## src/rtl/addsub_pkg.sv

```systemverilog
// Shared definitions for the add/sub datapath: opcode encodings, flag bit
// positions and a flag-packing helper used by the ALU decoder and addsub_pipe.
package addsub_pkg;

   localparam logic [1:0] OP_ADD = 2'b00;
   localparam logic [1:0] OP_SUB = 2'b01;
   localparam logic [1:0] OP_ADC = 2'b10;
   localparam logic [1:0] OP_SBC = 2'b11;

   localparam int FLG_N = 3;
   localparam int FLG_Z = 2;
   localparam int FLG_C = 1;
   localparam int FLG_V = 0;

   function automatic logic [3:0] make_flags(input logic n, input logic z,
                                             input logic c, input logic v);
      logic [3:0] f;
      f        = '0;
      f[FLG_N] = n;
      f[FLG_Z] = z;
      f[FLG_C] = c;
      f[FLG_V] = v;
      return f;
   endfunction

endpackage

```

## src/rtl/addsub_seg.sv

```systemverilog
// Combinational W-bit adder slice with carry in/out; one per carry segment.
module addsub_seg
   import addsub_pkg::*;
#(
   parameter int W = 8
) (
   input  logic [W-1:0] x,
   input  logic [W-1:0] y,
   input  logic         ci,
   output logic [W-1:0] sum,
   output logic         co
);

   logic [W:0] total;

   assign total = {1'b0, x} + {1'b0, y} + {{W{1'b0}}, ci};
   assign sum   = total[W-1:0];
   assign co    = total[W];

endmodule

```

## src/rtl/addsub_pipe.sv

```systemverilog
// Pipelined add/sub unit: operand prep register followed by STAGES registered
// carry segments, NZCV flags, sideband tag and valid/ready flow control.
module addsub_pipe
   import addsub_pkg::*;
#(
   parameter int WIDTH  = 32,
   parameter int STAGES = 4,
   parameter int TAG_W  = 4
) (
   input  logic             clk,
   input  logic             clrn,
   input  logic             in_valid,
   output logic             in_ready,
   input  logic [1:0]       op,
   input  logic [WIDTH-1:0] a,
   input  logic [WIDTH-1:0] b,
   input  logic             cin,
   input  logic [TAG_W-1:0] tag_in,
   output logic             out_valid,
   input  logic             out_ready,
   output logic [WIDTH-1:0] s,
   output logic [3:0]       flags,
   output logic [TAG_W-1:0] tag_out
);

   localparam int SEG = WIDTH / STAGES;

   if (STAGES < 1 || STAGES > 8 || (WIDTH % STAGES) != 0) begin : g_param_check
      $error("addsub_pipe: STAGES must be 1..8 and divide WIDTH");
   end

   logic             advance;
   logic [WIDTH-1:0] b_eff_next;
   logic             c0_next;

   logic             pv_reg;
   logic [TAG_W-1:0] ptag_reg;
   logic [WIDTH-1:0] pa_reg;
   logic [WIDTH-1:0] pb_reg;
   logic             pc_reg;

   // The whole pipe moves as one; a held output freezes every stage.
   assign advance  = ~out_valid | out_ready;
   assign in_ready = advance;

   always_comb begin
      b_eff_next = op[0] ? ~b : b;
      case (op)
         OP_ADD:  c0_next = 1'b0;
         OP_SUB:  c0_next = 1'b1;
         default: c0_next = cin;
      endcase
   end

   always_ff @(posedge clk or negedge clrn) begin
      if (!clrn) begin
         pv_reg   <= 1'b0;
         ptag_reg <= '0;
         pa_reg   <= '0;
         pb_reg   <= '0;
         pc_reg   <= 1'b0;
      end else if (advance) begin
         pv_reg   <= in_valid;
         ptag_reg <= tag_in;
         pa_reg   <= a;
         pb_reg   <= b_eff_next;
         pc_reg   <= c0_next;
      end
   end

   for (genvar gi = 0; gi < STAGES; gi++) begin : g_stg
      localparam int LO   = gi * SEG;   // bits already summed on entry
      localparam int DONE = LO + SEG;

      logic                v_prev;
      logic [TAG_W-1:0]    tag_prev;
      logic [WIDTH-LO-1:0] a_prev;
      logic [WIDTH-LO-1:0] b_prev;
      logic                c_prev;
      logic [SEG-1:0]      seg_sum;
      logic                seg_co;
      logic [DONE-1:0]     sum_next;

      logic                v_reg;
      logic [TAG_W-1:0]    tag_reg;
      logic [DONE-1:0]     sum_reg;

      if (gi == 0) begin : g_src
         assign v_prev   = pv_reg;
         assign tag_prev = ptag_reg;
         assign a_prev   = pa_reg;
         assign b_prev   = pb_reg;
         assign c_prev   = pc_reg;
         assign sum_next = seg_sum;
      end else begin : g_src
         assign v_prev   = g_stg[gi-1].v_reg;
         assign tag_prev = g_stg[gi-1].tag_reg;
         assign a_prev   = g_stg[gi-1].g_up.a_reg;
         assign b_prev   = g_stg[gi-1].g_up.b_reg;
         assign c_prev   = g_stg[gi-1].g_up.c_reg;
         assign sum_next = {seg_sum, g_stg[gi-1].sum_reg};
      end

      addsub_seg #(.W(SEG)) u_seg (
         .x   (a_prev[SEG-1:0]),
         .y   (b_prev[SEG-1:0]),
         .ci  (c_prev),
         .sum (seg_sum),
         .co  (seg_co)
      );

      always_ff @(posedge clk or negedge clrn) begin
         if (!clrn) begin
            v_reg   <= 1'b0;
            tag_reg <= '0;
            sum_reg <= '0;
         end else if (advance) begin
            v_reg   <= v_prev;
            tag_reg <= tag_prev;
            sum_reg <= sum_next;
         end
      end

      if (gi < STAGES - 1) begin : g_up
         // Operand slices not yet added ride along with the partial sum.
         logic [WIDTH-DONE-1:0] a_reg;
         logic [WIDTH-DONE-1:0] b_reg;
         logic                  c_reg;

         always_ff @(posedge clk or negedge clrn) begin
            if (!clrn) begin
               a_reg <= '0;
               b_reg <= '0;
               c_reg <= 1'b0;
            end else if (advance) begin
               a_reg <= a_prev[WIDTH-LO-1:SEG];
               b_reg <= b_prev[WIDTH-LO-1:SEG];
               c_reg <= seg_co;
            end
         end
      end else begin : g_last
         logic [3:0] flags_next;
         logic [3:0] flags_reg;

         assign flags_next = make_flags(sum_next[WIDTH-1],
                                        sum_next == '0,
                                        seg_co,
                                        (a_prev[WIDTH-LO-1] == b_prev[WIDTH-LO-1]) &
                                        (sum_next[WIDTH-1] != a_prev[WIDTH-LO-1]));

         always_ff @(posedge clk or negedge clrn) begin
            if (!clrn) begin
               flags_reg <= '0;
            end else if (advance) begin
               flags_reg <= flags_next;
            end
         end
      end
   end

   assign out_valid = g_stg[STAGES-1].v_reg;
   assign s         = g_stg[STAGES-1].sum_reg;
   assign tag_out   = g_stg[STAGES-1].tag_reg;
   assign flags     = g_stg[STAGES-1].g_last.flags_reg;

endmodule

```

## config.mk

```make
export PLATFORM = sky130hd
export DESIGN_NAME = addsub_pipe
export DESIGN_NICKNAME = d
export VERILOG_FILES = /design/src/rtl/addsub_pkg.sv /design/src/rtl/addsub_seg.sv /design/src/rtl/addsub_pipe.sv
export SDC_FILE = /design/constraint.sdc
export NUM_CORES = 1
export LEC_CHECK = 0
export CAP_MARGIN = 0
export CORE_ASPECT_RATIO = 1.1
export CORE_MARGIN = 5
export CORE_UTILIZATION = 51
export DETAILED_ROUTE_END_ITERATION = 10
export PLACE_DENSITY = 0.78
export SLEW_MARGIN = 40
export SYNTH_ARGS = -nofsm -noshare
export SYNTH_HDL_FRONTEND = slang
export SYNTH_SLANG_ARGS = --single-unit
```

## constraint.sdc

```tcl
create_clock -name clk -period 2.2 [get_ports clk]
set_input_delay 0.22 -clock clk [delete_from_list [all_inputs] [get_ports clk]]
set_output_delay 0.22 -clock clk [all_outputs]
set_load 0.01 [all_outputs]
```

==> results.txt, run 1 <==
----------------------------------------------------
[Yosys]
  Share of the synthesized area in the top cell type ... 0.586
  Area of the mapped netlist ... 11,600 um2
  Cell type with the highest aggregate area in the netlist ... sky130_fd_sc_hd__dfrtp_1
  Share of async-settable or async-resettable flops after synthesis ... 1.00
  Synth Instances ... about 1,300
  Warnings, synthesis ... 0
  Syn Area/Cell ... roughly 9.0 um2
  Register bit count reported by yosys ... 272
  EDFF count, synth ... 0
  Library cell with the highest instance count after synthesis ... sky130_fd_sc_hd__nand2_1
  Seq/Total Area, Yosys ... 0.586
  Top flip-flop cell by instance count after synthesis ... sky130_fd_sc_hd__dfrtp_1
  Dominant cells by area after synthesis ... sky130_fd_sc_hd__dfrtp_1 59%, sky130_fd_sc_hd__nand2_1 22%, sky130_fd_sc_hd__xnor2_1 3.2%
  Yosys cell types ... 40
  Cell types with the highest counts after synthesis ... 667 x sky130_fd_sc_hd__nand2_1, 272 x sky130_fd_sc_hd__dfrtp_1, 52 x sky130_fd_sc_hd__o21ai_0, 49 x sky130_fd_sc_hd__clkbuf_1, 43 x sky130_fd_sc_hd__xnor2_1
  Syn_nets ... 1,396

[Status]
  Outcome ... complete, but fails checks
  Failing checks ... negative setup slack

[Finish]
  Layout fillers ... ~1,900
  Final core utilization ... 0.626
  Area Overhead vs Synth ... 22.2%
  Multi-input combinational cell area ... 4510 um2
  Register area ... 6810 um2
  Post-route cell area ... approximately 14,000 um2
  Fraction of layout instances using a drive strength above 1 ... 0.0652
  Post-Layout Cell Count ... 1,711
  Total Nets Final ... approximately 1,500

[STA]
  RSZ-0062 raised after global routing ... true
  Final Skew ... just under 0.01 ns
  Minimum clock period after layout ... 2.34 ns
  Worst slew slack as a fraction of its limit ... 0.634
  Final critical-path share of the clock period ... 1.06
  Fin. Hold Viols ... 0
  Worst path setup slack after routing ... -0.142 ns
  Count of final setup violators ... 1
  Worst Max-Slew Pin Slew ... 0.549 ns
  Max-slew violation count ... 0
  Max Fclk ... roughly 430 MHz
  Total Negative Setup Slacks ... -0.142 ns

[Route]
  DRT antenna net count ... 0
  DR vias ... roughly 8,500
  Via-to-Cell Ratio ... 4.94
  Average detailed-routed wire length per instance ... ~14 um
  DR DRC count ... 0
  Detailed router's first-iteration violation count ... slightly above 500
  Detailed Route WL ... about 23,000 um
  Pre-antenna DRT Iters ... 4

[Place]
  Routability cong. ... about 0.88
  Post-Place Cell Area ... approximately 13,000 um2
  Post-placement setup slack ... -0.126 ns
  Number of buffers inserted by port buffering ... between 100 and 150
  Sum of net half-perimeters after detailed placement ... approximately 16,000 um
  Placed Instances ... approximately 1,700

[Pwr]
  Sw frac ... 0.356
  Cell internal power dissipation ... around 14 mW
  Fraction of power consumed by sequential logic ... 0.410
  PwrDens ... roughly 1500 nW/um2
  Power share of the clock group ... 0.223
  Static leakage ... between 7 and 8 nW
  Comb power frac ... 0.366
  Worst IR Drop VDD ... about 0.74 mV
  Switching pwr ... roughly 7.5 mW

[Setup path]
  Maximum fanout encountered on the critical timing path ... 2
  Buffers and inverters on the worst path ... 0
  Kind of cell with the highest combined delay on the critical path ... compound AO/OA/AOI/OAI gates
  Cell occurring most often along the worst timing path ... sky130_fd_sc_hd__fa_2
  List of cells traversed by the critical path ... fa_2 > fa_2 > a211oi_2 > o21bai_1 > a21oi_2 > xnor2_2 > nor2_1 > a32o_1
  Worst endpoint required time ... roughly 2.6 ns
  Type of destination of the critical path ... register
  Arrival time worst endpoint ... 2.77 ns
  Slowest stage cell, crit path ... sky130_fd_sc_hd__fa_2
  Largest stage delay on the critical path ... between 0.4 and 0.5 ns
  Critical path class ... reg2reg
  Launching element type of the critical path ... register

[Die]
  FP Rows ... 58
  Core area ... ~23,000 um2
  Die extent in y ... 168 um
  Die span in x ... ~150 um
  Starting density of the core ... 0.513
  Top Ports ... roughly 120
  Die outline area ... roughly 26,000 um2

[Global route]
  Global Route Usage Sum ... 0.182
  Vias in the first global route ... ~8,300
  Total gr overflow ... 0
  Antenna violations before repair ... 1
  First-pass GRT wire length ... 40,200 um
  Largest net degree at the start of global routing ... 140

[Clock tree]
  Clock buffer count from CTS ... 28
  Maximum number of buffers from clock root to sink ... 3
  Later-pin clock latency in the skew report ... about 0.54 ns
  Clock tree root buffer cell ... sky130_fd_sc_hd__clkbuf_16
  CTS tree ... built
  Post-CTS clock slew at the launch and capture registers of the worst setup and hold paths ... approximately 0.070 ns
  # Post-CTS Setup Buffers ... 0
  # clock sinks ... 272
  # H-tree levels ... 1

[Run]
  Max-capacitance violation count ... 0

[Worst hold path]
  Class of the tightest hold or removal check ... in2reg

----------------------------------------------------
-- repair_timing --
action | in CTS | in global routing
pin swaps | 0 | 1
hold endpoints to repair | 57 | 0
gates resized for setup | 1 | 14
setup endpoints to repair | 2 | 11
hold buffers | 1 | 0
-- kinds of logic after synthesis --
| kind of cell | count (synthesis) | share of synthesized area |
|---|---|---|
| buf+inv | 87 | 0.0300 |
| xor+xnor | 46 | 0.0354 |
| fa+ha+maj | 36 | 0.0440 |
| mux | 1 | 0.000862 |
| simple gates | 729 | 0.242 |
| compound gates | 114 | 0.0612 |
| flops | 272 | 0.586 |
-- power groups by stage --
| stage | Combinational [mW] | Clock (mW) | Sequential (mW) |
|---|---|---|---|
| finish | 7.71 | 4.69 | 8.63 |
| global route | 8.78 | 4.99 | 8.90 |
| CTS | 7.68 | 4.79 | 8.64 |
| detailed placement | 7.60 | 0 | 8.70 |
| global placement | 7.29 | 0 | 8.62 |
| floorplan | 5.07 | 0 | 8.42 |
-- final cells by class --
type,count,area share
diodes,1,0.000176
clock inverters,8,0.00715
well taps,300,0.0265
repair buffers,141,0.104
multi-input cells,926,0.318
flip-flops and latches,272,0.480
inverters,22,0.00618
clock buffers,41,0.0579
-- metal layers --
layer	up-vias	GRT usage	share of wire
met2	194	0.276	0.45
li1	4253	-	-
met5	-	0	0
met3	42	0.0249	0.047
met1	3968	0.276	0.48
met4	0	0.0561	0.026
-- worst min-delay path: stages --
cell and delay, ns:
sky130_fd_sc_hd__clkdlybuf4s50_1 0.39, sky130_fd_sc_hd__nand2_1 0.06, sky130_fd_sc_hd__nand2_1 0.04
-- stage by stage --
| stage | power, mW | hold WS [ns] |
|---|---|---|
| final | 21.0 | 0.212 |
| after global placement | 15.9 | 0.192 |
| after CTS | 21.1 | 0.197 |
| after detailed placement | 16.3 | 0.201 |
| after global routing | 22.7 | 0.209 |
| after floorplan | 13.5 | -0.0756 |
-- final timing paths --
| kind | from | endpoint | slack (ns) | cells after the start |
|---|---|---|---|---|
| max | g_stg[2].g_up.a_reg[0] | flags[2] | -0.14 | 8 |
| min | a[3] | g_stg[0].a_prev[3] | 0.21 | 3 |
| max reg2reg | g_stg[2].g_up.a_reg[0] | flags[2] | -0.14 | 8 |
| min reg2reg | g_stg[2].v_reg | out_valid | 0.46 | 1 |
| max in group asynchronous | clrn | g_stg[0].a_prev[9] | 1.26 | 3 |
| min in group asynchronous | clrn | g_stg[1].g_up.a_reg[13] | 0.22 | 2 |
-- cell usage in the layout, fill, tap and decap left out, types with 3 or more instances in the layout --
cell type	Yosys	final
sky130_fd_sc_hd__o31ai_1	12	12
sky130_fd_sc_hd__ha_1	28	28
sky130_fd_sc_hd__clkdlybuf4s50_1	0	114
sky130_fd_sc_hd__nor3_1	12	12
sky130_fd_sc_hd__a21oi_2	0	5
sky130_fd_sc_hd__or3_1	3	3
sky130_fd_sc_hd__clkbuf_8	0	5
sky130_fd_sc_hd__clkbuf_16	0	29
sky130_fd_sc_hd__o21ai_1	1	3
sky130_fd_sc_hd__o21ai_0	52	50
sky130_fd_sc_hd__buf_4	1	14
sky130_fd_sc_hd__o21bai_1	4	4
sky130_fd_sc_hd__o21a_1	9	9
sky130_fd_sc_hd__a21o_1	3	3
sky130_fd_sc_hd__inv_1	21	19
sky130_fd_sc_hd__clkinvlp_4	0	3
sky130_fd_sc_hd__nand2_1	667	667
sky130_fd_sc_hd__o211a_1	3	3
sky130_fd_sc_hd__nor2b_1	5	4
sky130_fd_sc_hd__clkbuf_1	49	7
sky130_fd_sc_hd__a21oi_1	16	11
sky130_fd_sc_hd__fa_2	0	7
sky130_fd_sc_hd__nor2_1	30	30
sky130_fd_sc_hd__buf_12	0	10
sky130_fd_sc_hd__dfrtp_1	272	272
sky130_fd_sc_hd__xnor2_1	43	42
sky130_fd_sc_hd__nor4_1	6	6
(Power assumes the default switching activity.)
==> inputs of run 2 (changes only) <==
--- a/config.mk
+++ b/config.mk
@@ -7,10 +7,10 @@
 export LEC_CHECK = 0
 export CAP_MARGIN = 0
 export CORE_ASPECT_RATIO = 1.1
-export CORE_MARGIN = 5
+export CORE_MARGIN = 1
 export CORE_UTILIZATION = 51
 export DETAILED_ROUTE_END_ITERATION = 10
-export PLACE_DENSITY = 0.78
+export PLACE_DENSITY = 0.79
 export SLEW_MARGIN = 40
 export SYNTH_ARGS = -nofsm -noshare
 export SYNTH_HDL_FRONTEND = slang
==> results.txt, run 2 (synthesis gave the netlist of run 1 again) <==
----------------------------------------------------
[Status]
  Outcome ... complete, but fails checks (unchanged)
  Failing checks ... negative setup slack (unchanged)

[Pwr]
  Cell internal power dissipation ... 13.9 mW (was 13.5 mW)
  Power share of the clock group ... 0.237 (was 0.223)
  Comb power frac ... 0.359 (was 0.366)
  Worst IR Drop VDD ... 0.639 mV (was 0.736 mV)
  Sw frac ... 0.348 (was 0.356)
  Switching pwr ... 7.44 mW (was 7.49 mW)
  Static leakage ... 7.06 nW (was 7.04 nW)
  PwrDens ... 1500 nW/um2 (was 1480 nW/um2)
  Fraction of power consumed by sequential logic ... 0.404 (was 0.410)
  Final Total Pwr ... 21.4 mW (was 21.0 mW)

[Finish]
  Post-Layout Cell Count ... 1,700 (was 1,711)
  Fraction of layout instances using a drive strength above 1 ... 0.0662 (was 0.0652)
  Commonest cells after routing, fill and taps aside ... 667 x sky130_fd_sc_hd__nand2_1, 272 x sky130_fd_sc_hd__dfrtp_1, 114 x sky130_fd_sc_hd__clkdlybuf4s50_1 (unchanged)
  Layout fillers ... 1,808 (was 1,872)
  Count of antenna diodes in the layout ... 0 (was 1)
  Commonest non-fill, non-tap cell in the layout ... sky130_fd_sc_hd__nand2_1 (unchanged)
  Area Overhead vs Synth ... 22.5% (was 22.2%)
  Total Nets Final ... 1,496 (was 1,502)

[Clock tree]
  Maximum number of buffers from clock root to sink ... 3 (unchanged)
  # H-tree levels ... 1 (unchanged)
  Clock buffer count from CTS ... 27 (was 28)
  # clock sinks ... 272 (unchanged)
  Clock tree root buffer cell ... sky130_fd_sc_hd__clkbuf_16 (unchanged)
  Later-pin clock latency in the skew report ... 0.53 ns (was 0.54 ns)
  Post-CTS clock slew at the launch and capture registers of the worst setup and hold paths ... 0.06 ns (was 0.07 ns)
  CTS tree ... built (unchanged)

[STA]
  Worst slew slack as a fraction of its limit ... 0.449 (was 0.634)
  Worst path setup slack after routing ... -0.122 ns (was -0.142 ns)
  Max-slew violation count ... 0 (unchanged)
  Final Skew ... 0.0125 ns (was 0.00965 ns)
  Minimum clock period after layout ... 2.32 ns (was 2.34 ns)
  Count of final setup violators ... 4 (was 1)
  Worst Max-Slew Pin Slew ... 0.826 ns (was 0.549 ns)
  RSZ-0062 raised after global routing ... true (unchanged)
  Fin. Hold Viols ... 0 (unchanged)
  Final critical-path share of the clock period ... 1.06 (about the same)
  Max Fclk ... 431 MHz (was 427 MHz)

[Die]
  Die extent in y ... 160 um (was 168 um)
  Die outline area ... 23,400 um2 (was 25,900 um2)
  Top Ports ... 117 (unchanged)
  Die span in x ... 146 um (was 154 um)
  Core area ... 22,200 um2 (was 22,600 um2)
  Starting density of the core ... 0.523 (was 0.513)
  FP Rows ... 57 (was 58)

[Global route]
  First-pass GRT wire length ... 40,000 um (was 40,200 um)
  Largest net degree at the start of global routing ... 191 (was 140)
  Antenna violations before repair ... 0 (was 1)
  Total gr overflow ... 0 (unchanged)
  Vias in the first global route ... 8,342 (was 8,322)
  Global Route Usage Sum ... 0.206 (was 0.182)

[Setup path]
  Slowest stage cell, crit path ... sky130_fd_sc_hd__fa_2 (unchanged)
  Kind of cell with the highest combined delay on the critical path ... compound AO/OA/AOI/OAI gates (unchanged)
  Maximum fanout encountered on the critical timing path ... 2 (unchanged)
  Largest stage delay on the critical path ... 0.42 ns (was 0.44 ns)
  List of cells traversed by the critical path ... fa_2 > buf_4 > a211oi_2 > o21bai_2 > a2111oi_2 > or3_4 > xor2_2 > a32o_1 (was fa_2 > fa_2 > a211oi_2 > o21bai_1 > a21oi_2 > xnor2_2 > nor2_1 > a32o_1)
  Buffers and inverters on the worst path ... 1 (was 0)
  Type of destination of the critical path ... register (unchanged)
  Critical path class ... reg2reg (unchanged)
  Launching element type of the critical path ... register (unchanged)
  Arrival time worst endpoint ... 2.74 ns (was 2.77 ns)
  Worst endpoint required time ... 2.62 ns (about the same)

[Worst hold path]
  Class of the tightest hold or removal check ... in2async (was in2reg)

[Run]
  Max-capacitance violation count ... 0 (unchanged)

[Place]
  Routability cong. ... 0.866 (was 0.876)
  Sum of net half-perimeters after detailed placement ... 14,900 um (was 16,200 um)
  Placed Instances ... 1,648 (was 1,660)
  Number of buffers inserted by port buffering ... 116 (unchanged)

[Route]
  Via-to-Cell Ratio ... 4.94 (about the same)
  DRT antenna net count ... 0 (unchanged)
  Pre-antenna DRT Iters ... 5 (was 4)
  Detailed router's first-iteration violation count ... 615 (was 510)
  Average detailed-routed wire length per instance ... 13.4 um (was 13.7 um)
  DR DRC count ... 0 (unchanged)
  DR vias ... 8,392 (was 8,457)
  Detailed Route WL ... 22,800 um (was 23,500 um)

----------------------------------------------------
[run 2: cell count changes in the layout (fill, tap and decap cells not counted), sizes merged]
cell,before,now
buf,26,21
bufinv,2,5
clkbuf,41,42
clkinv,3,2
clkinvlp,3,0
diode,1,0
[run 2: what timing repair did]
item	4_1_cts	5_1_grt
cloned	0	0
pin swaps	0	13
hold buffers	1	0
hold endpoints to repair	48	0
resized for setup	2	21
setup buffers	0	2
endpoints found under the setup margin	3	14
[run 2: worst paths after layout]
kind	startpoint	end	slack, ns	depth (start not counted)
min in group clk	a[22]	g_stg[0].a_prev[22]	0.22	3
worst min-delay path	clrn	g_stg[0].g_up.a_reg[21]	0.21	2
worst max-delay path	g_stg[2].g_up.c_reg	flags[2]	-0.12	8
worst max register to register	g_stg[2].g_up.c_reg	flags[2]	-0.12	8
worst min register to register	g_stg[2].v_reg	out_valid	0.46	1
max in group asynchronous	clrn	g_stg[2].sum_reg[7]	1.31	3
[run 2: power groups by stage]
stage,Combinational [mW],Clock [mW],Sequential [mW]
floorplan,5.07,0,8.42
global placement,7.22,0,8.60
detailed placement,7.48,0,8.69
CTS,7.62,5.14,8.63
global route,8.73,5.39,8.90
finish,7.68,5.06,8.63
[run 2: worst reg2reg max path, stage by stage (launching register included)]
cell                        delay, ns
sky130_fd_sc_hd__dfrtp_1         0.40
sky130_fd_sc_hd__fa_2            0.42
sky130_fd_sc_hd__buf_4           0.15
sky130_fd_sc_hd__a211oi_2        0.24
sky130_fd_sc_hd__o21bai_2        0.13
sky130_fd_sc_hd__a2111oi_2       0.37
sky130_fd_sc_hd__or3_4           0.20
sky130_fd_sc_hd__xor2_2          0.06
sky130_fd_sc_hd__a32o_1          0.25
[run 2: layout make-up]
class,count,area (um2),share of cell area
Tap cell,295,369,0.0260
Timing Repair Buffer,136,1440,0.101
Multi-Input combinational cell,926,4510,0.317
Clock inverter,7,160,0.0113
Inverter,22,87.6,0.00616
Clock buffer,42,842,0.0592
Sequential cell,272,6810,0.479
[run 2: routing by layer]
| layer | wire length (um) | up-vias | global-route usage |
|---|---|---|---|
| li1 | - | 4244 | - |
| met1 | 11100 | 3932 | 0.305 |
| met2 | 10400 | 184 | 0.324 |
| met3 | 859 | 32 | 0.0254 |
| met4 | 390 | 0 | 0.0512 |
| met5 | 0 | - | 0 |
[run 2: through the flow]
step | hold WS, ns | utilization | worst slack (ns) | area (um2) | setup TNS, ns
2_1_floorplan | -0.0756 | - | 0.0257 | 11600 | 0
3_3_place_gp | 0.174 | 0.593 | -0.0419 | 13200 | -0.0419
3_5_place_dp | 0.176 | 0.593 | -0.0699 | 13200 | -0.0940
4_1_cts | 0.206 | 0.639 | -0.0950 | 14200 | -0.0950
5_1_grt | 0.206 | 0.641 | -0.249 | 14200 | -0.773
6_report | 0.208 | 0.641 | -0.122 | 14200 | -0.262
==> inputs of run 3 (changes only) <==
--- a/config.mk
+++ b/config.mk
@@ -11,6 +11,7 @@
 export CORE_UTILIZATION = 51
 export DETAILED_ROUTE_END_ITERATION = 10
 export PLACE_DENSITY = 0.79
+export SKIP_LAST_GASP = 1
 export SLEW_MARGIN = 40
 export SYNTH_ARGS = -nofsm -noshare
 export SYNTH_HDL_FRONTEND = slang
==> results.txt, run 3 (synthesis gave the netlist of run 1 again) <==
----------------------------------------------------
[Status]
  Outcome ... complete, but fails checks (unchanged)
  Failing checks ... negative setup slack (unchanged)

[Die]
  Core area ... 22,200 um2 (unchanged)
  Die extent in y ... 160 um (unchanged)
  Die outline area ... 23,400 um2 (unchanged)
  Top Ports ... 117 (unchanged)
  Die span in x ... 146 um (unchanged)
  Starting density of the core ... 0.523 (unchanged)
  FP Rows ... 57 (unchanged)

[Setup path]
  Worst endpoint required time ... 2.62 ns (about the same)
  Flop2flop setup slack ... -0.13 ns (was -0.12 ns)
  Number of cells on the worst reg-to-reg path ... 8 (unchanged)
  Maximum fanout encountered on the critical timing path ... 2 (unchanged)
  Worst R2R Start ... g_stg[2].g_up.c_reg (unchanged)
  Launching element type of the critical path ... register (unchanged)
  Critical path class ... reg2reg (unchanged)
  Worst flop-to-flop path endpoint ... flags[2] (unchanged)
  Timing startpoint of the critical path ... g_stg[2].g_up.c_reg (unchanged)
  Type of destination of the critical path ... register (unchanged)
  Arrival time worst endpoint ... 2.74 ns (about the same)
  Capturing instance or port of the critical path ... flags[2] (unchanged)

[Clock tree]
  CTS tree ... built (unchanged)
  Post-CTS clock slew at the launch and capture registers of the worst setup and hold paths ... 0.06 ns (about the same)
  Later-pin clock latency in the skew report ... 0.53 ns (about the same)
  Maximum number of buffers from clock root to sink ... 3 (unchanged)
  # clock sinks ... 272 (unchanged)
  Clock buffer count from CTS ... 27 (unchanged)
  # H-tree levels ... 1 (unchanged)
  Clock tree root buffer cell ... sky130_fd_sc_hd__clkbuf_16 (unchanged)

[STA]
  Worst slew slack as a fraction of its limit ... 0.417 (was 0.449)
  Max Fclk ... 430 MHz (was 431 MHz)
  Minimum clock period after layout ... 2.33 ns (was 2.32 ns)
  Worst Max-Slew Pin Slew ... 0.875 ns (was 0.826 ns)
  Fin. Hold Viols ... 0 (unchanged)
  Count of final setup violators ... 4 (unchanged)
  Worst path setup slack after routing ... -0.126 ns (was -0.122 ns)
  RSZ-0062 raised after global routing ... true (unchanged)
  Total Negative Setup Slacks ... -0.278 ns (was -0.262 ns)
  Final critical-path share of the clock period ... 1.06 (about the same)
  Final Skew ... 0.0127 ns (was 0.0125 ns)
  Max-slew violation count ... 0 (unchanged)
  Worst hold margin ... 0.207 ns (was 0.208 ns)

[Route]
  DRT antenna net count ... 0 (unchanged)
  Amount of wire on met2 after detailed routing ... 10,400 um (about the same)
  Routed length on met1 ... 11,100 um (about the same)
  Average detailed-routed wire length per instance ... 13.4 um (about the same)
  DR vias ... 8,361 (was 8,392)
  Total length of routed met3 wires ... 859 um (unchanged)
  Detailed Route WL ... 22,800 um (about the same)
  Detailed router's first-iteration violation count ... 636 (was 615)
  Pre-antenna DRT Iters ... 5 (unchanged)
  Via-to-Cell Ratio ... 4.92 (was 4.94)
  DR DRC count ... 0 (unchanged)
  Uppermost metal layer occupied by signal nets ... met4 (unchanged)

[Global route]
  Global Route Usage Sum ... 0.206 (unchanged)
  Vias in the first global route ... 8,342 (unchanged)
  First-pass GRT wire length ... 40,000 um (unchanged)
  Total gr overflow ... 0 (unchanged)
  Antenna violations before repair ... 0 (unchanged)
  Largest net degree at the start of global routing ... 191 (unchanged)

[Place]
  Post-placement setup slack ... -0.0699 ns (unchanged)
  Post-Place Cell Area ... 13,200 um2 (unchanged)
  Routability cong. ... 0.866 (unchanged)
  Placed Instances ... 1,648 (unchanged)
  Number of buffers inserted by port buffering ... 116 (unchanged)
  Sum of net half-perimeters after detailed placement ... 14,900 um (unchanged)

[Finish]
  Area Overhead vs Synth ... 22.5% (about the same)
  Commonest non-fill, non-tap cell in the layout ... sky130_fd_sc_hd__nand2_1 (unchanged)
  Layout fillers ... 1,810 (was 1,808)
  Count of antenna diodes in the layout ... 0 (unchanged)
  Fraction of layout instances using a drive strength above 1 ... 0.0655 (was 0.0662)
  Register area ... 6810 um2 (unchanged)
  Commonest cells after routing, fill and taps aside ... 667 x sky130_fd_sc_hd__nand2_1, 272 x sky130_fd_sc_hd__dfrtp_1, 114 x sky130_fd_sc_hd__clkdlybuf4s50_1 (unchanged)
  Multi-input combinational cell area ... 4510 um2 (about the same)
  Post-Layout Cell Count ... 1,700 (unchanged)
  Final core utilization ... 0.641 (about the same)
  Post-route cell area ... 14,200 um2 (about the same)
  Total Nets Final ... 1,496 (unchanged)

[Pwr]
  Comb power frac ... 0.359 (about the same)
  Switching pwr ... 7.44 mW (about the same)
  Static leakage ... 7.06 nW (about the same)
  Sw frac ... 0.348 (about the same)
  Cell internal power dissipation ... 13.9 mW (about the same)
  PwrDens ... 1500 nW/um2 (about the same)
  Final Total Pwr ... 21.4 mW (about the same)
  Power share of the clock group ... 0.237 (about the same)
  Fraction of power consumed by sequential logic ... 0.404 (about the same)
  Worst IR Drop VDD ... 0.639 mV (about the same)

[Run]
  Max-capacitance violation count ... 0 (unchanged)

[Worst hold path]
  Class of the tightest hold or removal check ... in2async (unchanged)

----------------------------------------------------
[run 3: per-layer routing]
layer	vias to the layer above	global-route usage
li1	4243	-
met1	3910	0.305
met2	176	0.324
met3	32	0.0254
met4	0	0.0512
met5	-	0
[run 3: power groups by stage]
stage	clock network (mW)	registers (mW)	logic [mW]
2_1_floorplan	0	8.42	5.07
3_3_place_gp	0	8.60	7.22
3_5_place_dp	0	8.69	7.48
4_1_cts	5.14	8.63	7.62
5_1_grt	5.39	8.90	8.72
6_report	5.06	8.63	7.67
[run 3: final cells by class]
cell class	count	area share
well taps	295	0.0260
multi-input cells	926	0.317
inverters	22	0.00616
flip-flops and latches	272	0.479
clock buffers	42	0.0592
repair buffers	136	0.101
clock inverters	7	0.0113
[run 3: timing repair]
action,in CTS,in global routing
gates resized for setup,2,20
hold buffers,1,0
hold endpoints to repair,48,0
pin swaps,0,13
endpoints found under the setup margin,3,14
buffers inserted,0,2
gates cloned,0,0
[run 3: worst min-delay path by stage]
stage / end / cells past startpoint / start / slack [ns]
2_1_floorplan: flags[0] / 0 / clrn / -0.08
3_3_place_gp: g_stg[0].g_up.a_reg[21] / 1 / clrn / 0.17
3_5_place_dp: g_stg[0].g_up.a_reg[21] / 1 / clrn / 0.18
4_1_cts: g_stg[0].a_prev[21] / 3 / a[21] / 0.21
5_1_grt: g_stg[0].a_prev[21] / 3 / a[21] / 0.21
6_report: g_stg[0].g_up.a_reg[21] / 2 / clrn / 0.21
[run 3: critical path, cell delays in order, from the launching register on]
cell,delay [ns]
sky130_fd_sc_hd__dfrtp_1,0.40
sky130_fd_sc_hd__fa_2,0.42
sky130_fd_sc_hd__fa_2,0.40
sky130_fd_sc_hd__a211oi_4,0.27
sky130_fd_sc_hd__o21bai_1,0.10
sky130_fd_sc_hd__a21oi_2,0.18
sky130_fd_sc_hd__xnor2_1,0.15
sky130_fd_sc_hd__nor2_1,0.06
sky130_fd_sc_hd__a32o_1,0.24
